$ cat src/rtl/div_clk_monitor_pkg.sv
// Shared types for the divided-clock monitor: FSM state encoding.
package div_clk_monitor_pkg;

  typedef enum logic [1:0] {
    ST_IDLE   = 2'd0,
    ST_ACQ    = 2'd1,
    ST_LOCKED = 2'd2,
    ST_LOST   = 2'd3
  } state_t;

endpackage

$ cat src/rtl/sync_edge_det.sv
// Multi-flop synchronizer for an asynchronous level plus registered rise/fall detect.
// Also used by the button/key front end.
module sync_edge_det #(
  parameter int SYNC_STAGES = 2
) (
  input  logic clk,
  input  logic rst,
  input  logic din,
  output logic rise,
  output logic fall
);

  logic [SYNC_STAGES-1:0] sync_q;
  logic                   last_q;

  // NOTE: sequential state uses non-blocking assignments so every flop samples pre-edge values.
  always_ff @(posedge clk or posedge rst) begin
    if (rst) begin
      sync_q <= '0;
      last_q <= 1'b0;
      rise   <= 1'b0;
      fall   <= 1'b0;
    end else begin
      sync_q <= {sync_q[SYNC_STAGES-2:0], din};
      last_q <= sync_q[SYNC_STAGES-1];
      rise   <= sync_q[SYNC_STAGES-1] & ~last_q;
      fall   <= ~sync_q[SYNC_STAGES-1] & last_q;
    end
  end

endmodule

$ cat src/rtl/div_clk_monitor.sv
// Samples a slow square wave in the clk domain, emits edge ticks, measures the
// rise-to-rise period and tracks lock/loss of that period.
module div_clk_monitor
  import div_clk_monitor_pkg::*;
#(
  parameter int SYNC_STAGES = 2,
  parameter int CNT_WIDTH   = 16,
  parameter int TIMEOUT     = 1000,
  parameter int LOCK_EDGES  = 4,
  parameter int TOL         = 1
) (
  input  logic                 clk,
  input  logic                 rst,
  input  logic                 clk_in,
  output logic                 rise_tick,
  output logic                 fall_tick,
  output logic [CNT_WIDTH-1:0] period_o,
  output logic                 period_stb,
  output logic                 locked,
  output logic                 lost_stb
);

  localparam int                   MW      = $clog2(LOCK_EDGES + 1);
  localparam logic [CNT_WIDTH-1:0] CNT_MAX = '1;
  localparam logic [CNT_WIDTH-1:0] TO_LAST = CNT_WIDTH'(TIMEOUT - 1);
  localparam logic [MW-1:0]        LOCK_N  = MW'(LOCK_EDGES);

  state_t               state, state_n;
  logic [CNT_WIDTH-1:0] pcnt, prev, meas;
  logic [CNT_WIDTH:0]   diff;
  logic [MW-1:0]        match, match_n, match_calc;
  logic                 first, enter_acq, do_meas, too_far, timeout;

  sync_edge_det #(.SYNC_STAGES(SYNC_STAGES)) u_sync (
    .clk  (clk),
    .rst  (rst),
    .din  (clk_in),
    .rise (rise_tick),
    .fall (fall_tick)
  );

  // meas counts the rise_tick cycle itself, hence pcnt+1
  assign meas    = (pcnt == CNT_MAX) ? CNT_MAX : pcnt + CNT_WIDTH'(1);
  assign diff    = ({1'b0, meas} >= {1'b0, prev}) ? {1'b0, meas} - {1'b0, prev}
                                                  : {1'b0, prev} - {1'b0, meas};
  assign too_far = diff > (CNT_WIDTH + 1)'(TOL);
  assign timeout = (pcnt == TO_LAST) && !rise_tick;
  assign match_calc = (first || too_far) ? MW'(1) : match + MW'(1);

  // NOTE: every always_comb output gets a default first, so no path can infer a latch.
  always_comb begin
    state_n   = state;
    match_n   = match;
    enter_acq = 1'b0;
    do_meas   = 1'b0;
    lost_stb  = 1'b0;
    case (state)
      ST_IDLE, ST_LOST: begin
        if (rise_tick) begin
          state_n   = ST_ACQ;
          enter_acq = 1'b1;
        end
      end
      ST_ACQ: begin
        if (rise_tick) begin
          do_meas = 1'b1;
          match_n = match_calc;
          if (match_calc == LOCK_N) state_n = ST_LOCKED;
        end else if (timeout) begin
          state_n  = ST_LOST;
          lost_stb = 1'b1;
        end
      end
      ST_LOCKED: begin
        if (rise_tick) begin
          do_meas = 1'b1;
          if (too_far) begin
            state_n = ST_ACQ;
            match_n = MW'(1);
          end
        end else if (timeout) begin
          state_n  = ST_LOST;
          lost_stb = 1'b1;
        end
      end
      default: state_n = ST_IDLE;
    endcase
  end

  always_ff @(posedge clk or posedge rst) begin
    if (rst) begin
      state      <= ST_IDLE;
      pcnt       <= '0;
      prev       <= '0;
      match      <= '0;
      first      <= 1'b0;
      period_o   <= '0;
      period_stb <= 1'b0;
      locked     <= 1'b0;
    end else begin
      state      <= state_n;
      pcnt       <= rise_tick ? '0 : meas;
      match      <= match_n;
      period_stb <= do_meas;
      locked     <= (state_n == ST_LOCKED);
      if (enter_acq)    first <= 1'b1;
      else if (do_meas) first <= 1'b0;
      if (do_meas) begin
        period_o <= meas;
        prev     <= meas;
      end
    end
  end

endmodule
$ cat config.mk
export PLATFORM = sky130hd
export DESIGN_NAME = div_clk_monitor
export DESIGN_NICKNAME = d
export VERILOG_FILES = /design/src/rtl/div_clk_monitor_pkg.sv /design/src/rtl/sync_edge_det.sv /design/src/rtl/div_clk_monitor.sv
export SDC_FILE = /design/constraint.sdc
export NUM_CORES = 1
export LEC_CHECK = 0
export ABC_AREA = 1
export CAP_MARGIN = 25
export CORE_AREA = 2 2 89 91
export CTS_BUF_LIST = sky130_fd_sc_hd__clkbuf_2 sky130_fd_sc_hd__clkbuf_4 sky130_fd_sc_hd__clkbuf_8
export CTS_CLUSTER_DIAMETER = 200
export CTS_CLUSTER_SIZE = 28
export DETAILED_ROUTE_END_ITERATION = 16
export DIE_AREA = 0 0 91 93
export PLACE_DENSITY = 0.82
export SLEW_MARGIN = 20
export SYNTH_ARGS = -nofsm -noshare
export SYNTH_HDL_FRONTEND = slang
export SYNTH_SLANG_ARGS = --single-unit
$ cat constraint.sdc
create_clock -name clk -period 4.7 [get_ports clk]
set_clock_uncertainty 0.2 [all_clocks]
set_input_delay 0.94 -clock clk [delete_from_list [all_inputs] [get_ports clk]]
set_output_delay 0.94 -clock clk [all_outputs]
set_load 0.01 [all_outputs]
==> metrics.csv <==
metric,value,unit
status,"finished, final reports clean",
critical-path-top-delay-family,simple AND/OR/NAND/NOR gates,
period_minus_slack,4.44,ns
worst-path-stages,26,
yosysTopAreaCellShare,25.1,%
slew_headroom,52.0,%
slowest_delay,0.38,ns
netlist_instances,734,
dieArea,0.00846,mm²
antenna_left,0,
vias,4576,
total_power,3210,µW
critical_path_class,reg2reg,
rr_worst_depth,26,
rows,32,
synth_warnings,0,
cts.sinks,45,
fin_util,67.4,%
peakVddDrop,0.000315,V
crit_fanout,9,
io_pins,24,
crit_path_end,locked$_DFF_PP0_,
slowest_stage,dfrtp_1,
core_area,0.00753,mm²
grt_use_total,29.4,%
rr_endpoint,locked$_DFF_PP0_,
hold_class,reg2reg,
use_met3,2.74,%
htree_levels,2,
final_hold_viol_count,0,
synth-seq-cells,45,
reg2reg_slack,0.26,ns
cts_tree,yes,
ys_types,36,
area_delta_synth_final,12.8,%
worst_pin_slew,0.719,ns
setup_slack,0.256,ns
slew_viol_final,0,
routed_via_density,5.28,
gp_congestion,0.920,
fin_crit_sh,94.6,%
wl_per_cell,14.0,µm
nets,805,
routed_wl,12200,µm
fillerInstances,708,
timing.rr.start,pcnt[0]$_DFF_PP0_,
crit_path_start,pcnt[0]$_DFF_PP0_,
grt_util_met2,53.1,%
leakagePower,0.00293,µW
grt-ovfl-total,0,
syn_area,0.00449,mm²
clock_path_buffers,2,
placed_area,0.00486,mm²
start_util,59.7,%
numCtsBuffers,5,
grtUsageMet1,35.6,%
die_h,93,µm
arrival,4.49,ns
seq_area_frac_synth,25.1,%
crit_buf_inv,2,
power_density,634,mW/mm²
fmax,225,MHz
async_flop_share,100,%
dr.first_iter.drc_count,216,
grt_max_degree,46,
place_hpwl,9640,µm
clock-root-buffer,clkbuf_8,
clk_latency,0.31,ns
die-width,91,µm
synth_ff_type,dfrtp_1,
grt_pass1_vias,4532,
synthTopCellsByCount,"nand2_1 (253), inv_1 (144), nor2_1 (61)",
syn_avg_cell_area,6.12,µm²
cp-end-kind,register,
synth.largest_area_cell,dfrtp_1,
diodes,0,
yosysMostFrequentCell,nand2_1,
required,4.75,ns
drc_errors,0,
ys_top_cells_by_area,"dfrtp_1 (25%), nand2_1 (21%), inv_1 (12%)",
firstDrtPassIters,5,
max_cap_violations,0,
clk_pin_slew,0.10,ns
io_buffers,23,
start_kind,register,
grt_pass1_wl,20200,µm
stdcell_area,0.00507,mm²
top_usage_layer,met2,
syn-num-nets,775,
setup_viol,0,
antenna_found_initial,0,
synth_edf_count,0,
pre_cts_slack,0.0558,ns
layout-drive-gt1-share,9.41,%
per-stage QoR:
step                TNS [ns]  cells  hold slack (ns)
detailed placement         0    857            0.139
global placement           0    857            0.149
finish                     0    867            0.160
floorplan                  0    734            0.131
CTS                        0    865            0.163
global route         -0.0877    867            0.171
state kept, by name, summed over array words and instances, names as in the netlist:
name and cells:
pcnt 16, prev 16, match 3, state 2, u_sync.sync_q 2, first 1
locked 1, period_stb 1, u_sync.fall 1, u_sync.last_q 1, u_sync.rise 1
final cells by class:
class / instances / area [µm²] / share of cell area, %
multi-input cells: 525 / 2810 / 55.5
flip-flops and latches: 45 / 1130 / 22.2
inverters: 154 / 582 / 11.5
repair buffers: 33 / 305 / 6.02
well taps: 102 / 128 / 2.52
clock buffers: 5 / 68.8 / 1.36
clock inverters: 3 / 47.5 / 0.938
worst min path at each step:
stage,from,end,slack (ns),cells past startpoint
after floorplan,u_sync.sync_q[0]$_DFF_PP0_,u_sync.sync_q[1]$_DFF_PP0_,0.13,0
after global placement,u_sync.sync_q[0]$_DFF_PP0_,u_sync.sync_q[1]$_DFF_PP0_,0.15,0
after detailed placement,u_sync.sync_q[0]$_DFF_PP0_,u_sync.sync_q[1]$_DFF_PP0_,0.14,0
after CTS,u_sync.sync_q[0]$_DFF_PP0_,u_sync.sync_q[1]$_DFF_PP0_,0.16,0
after global routing,u_sync.sync_q[0]$_DFF_PP0_,u_sync.sync_q[1]$_DFF_PP0_,0.17,0
final,u_sync.sync_q[0]$_DFF_PP0_,u_sync.sync_q[1]$_DFF_PP0_,0.16,0
report_power, final:
group	total [µW]	internal [µW]	switching, µW
logic	2440	828	1610
registers	464	426	37.6
clock network	310	162	147
layer usage:
| metal | share of wire (%) | wire, µm |
|---|---|---|
| met1 | 42 | 5110 |
| met2 | 49 | 6020 |
| met3 | 4.6 | 557 |
| met4 | 3.9 | 474 |
| met5 | 0 | 0 |
what timing repair did:
action,in CTS,in global routing
setup buffers,0,1
cloned,0,1
pin swaps,0,3
resized for setup,1,17
hold buffers,0,0
setup endpoints to repair,4,6
cell usage in the layout, fill, tap and decap left out, types with 6 or more instances in the layout:
master	count
a21oi_1	25
buf_4	10
clkdlybuf4s50_1	23
dfrtp_1	45
ha_1	33
inv_1	143
inv_2	8
nand2_1	253
nand2_2	10
nand3_1	42
nand3_2	7
nand4_1	17
nor2_1	56
nor2_2	10
nor3_1	6
o21ai_0	24
xnor2_1	6
xor2_1	9
kinds of logic after synthesis:
family,share of synthesized area [%]
and+or+nand+nor,40.4
buffers and inverters,14.2
AOI/OAI and AO/OA,6.46
DFF,25.1
adders and majority gates,10.9
xor gates and xnor gates,2.92
Note: power is estimated with default switching activity, not from simulation.
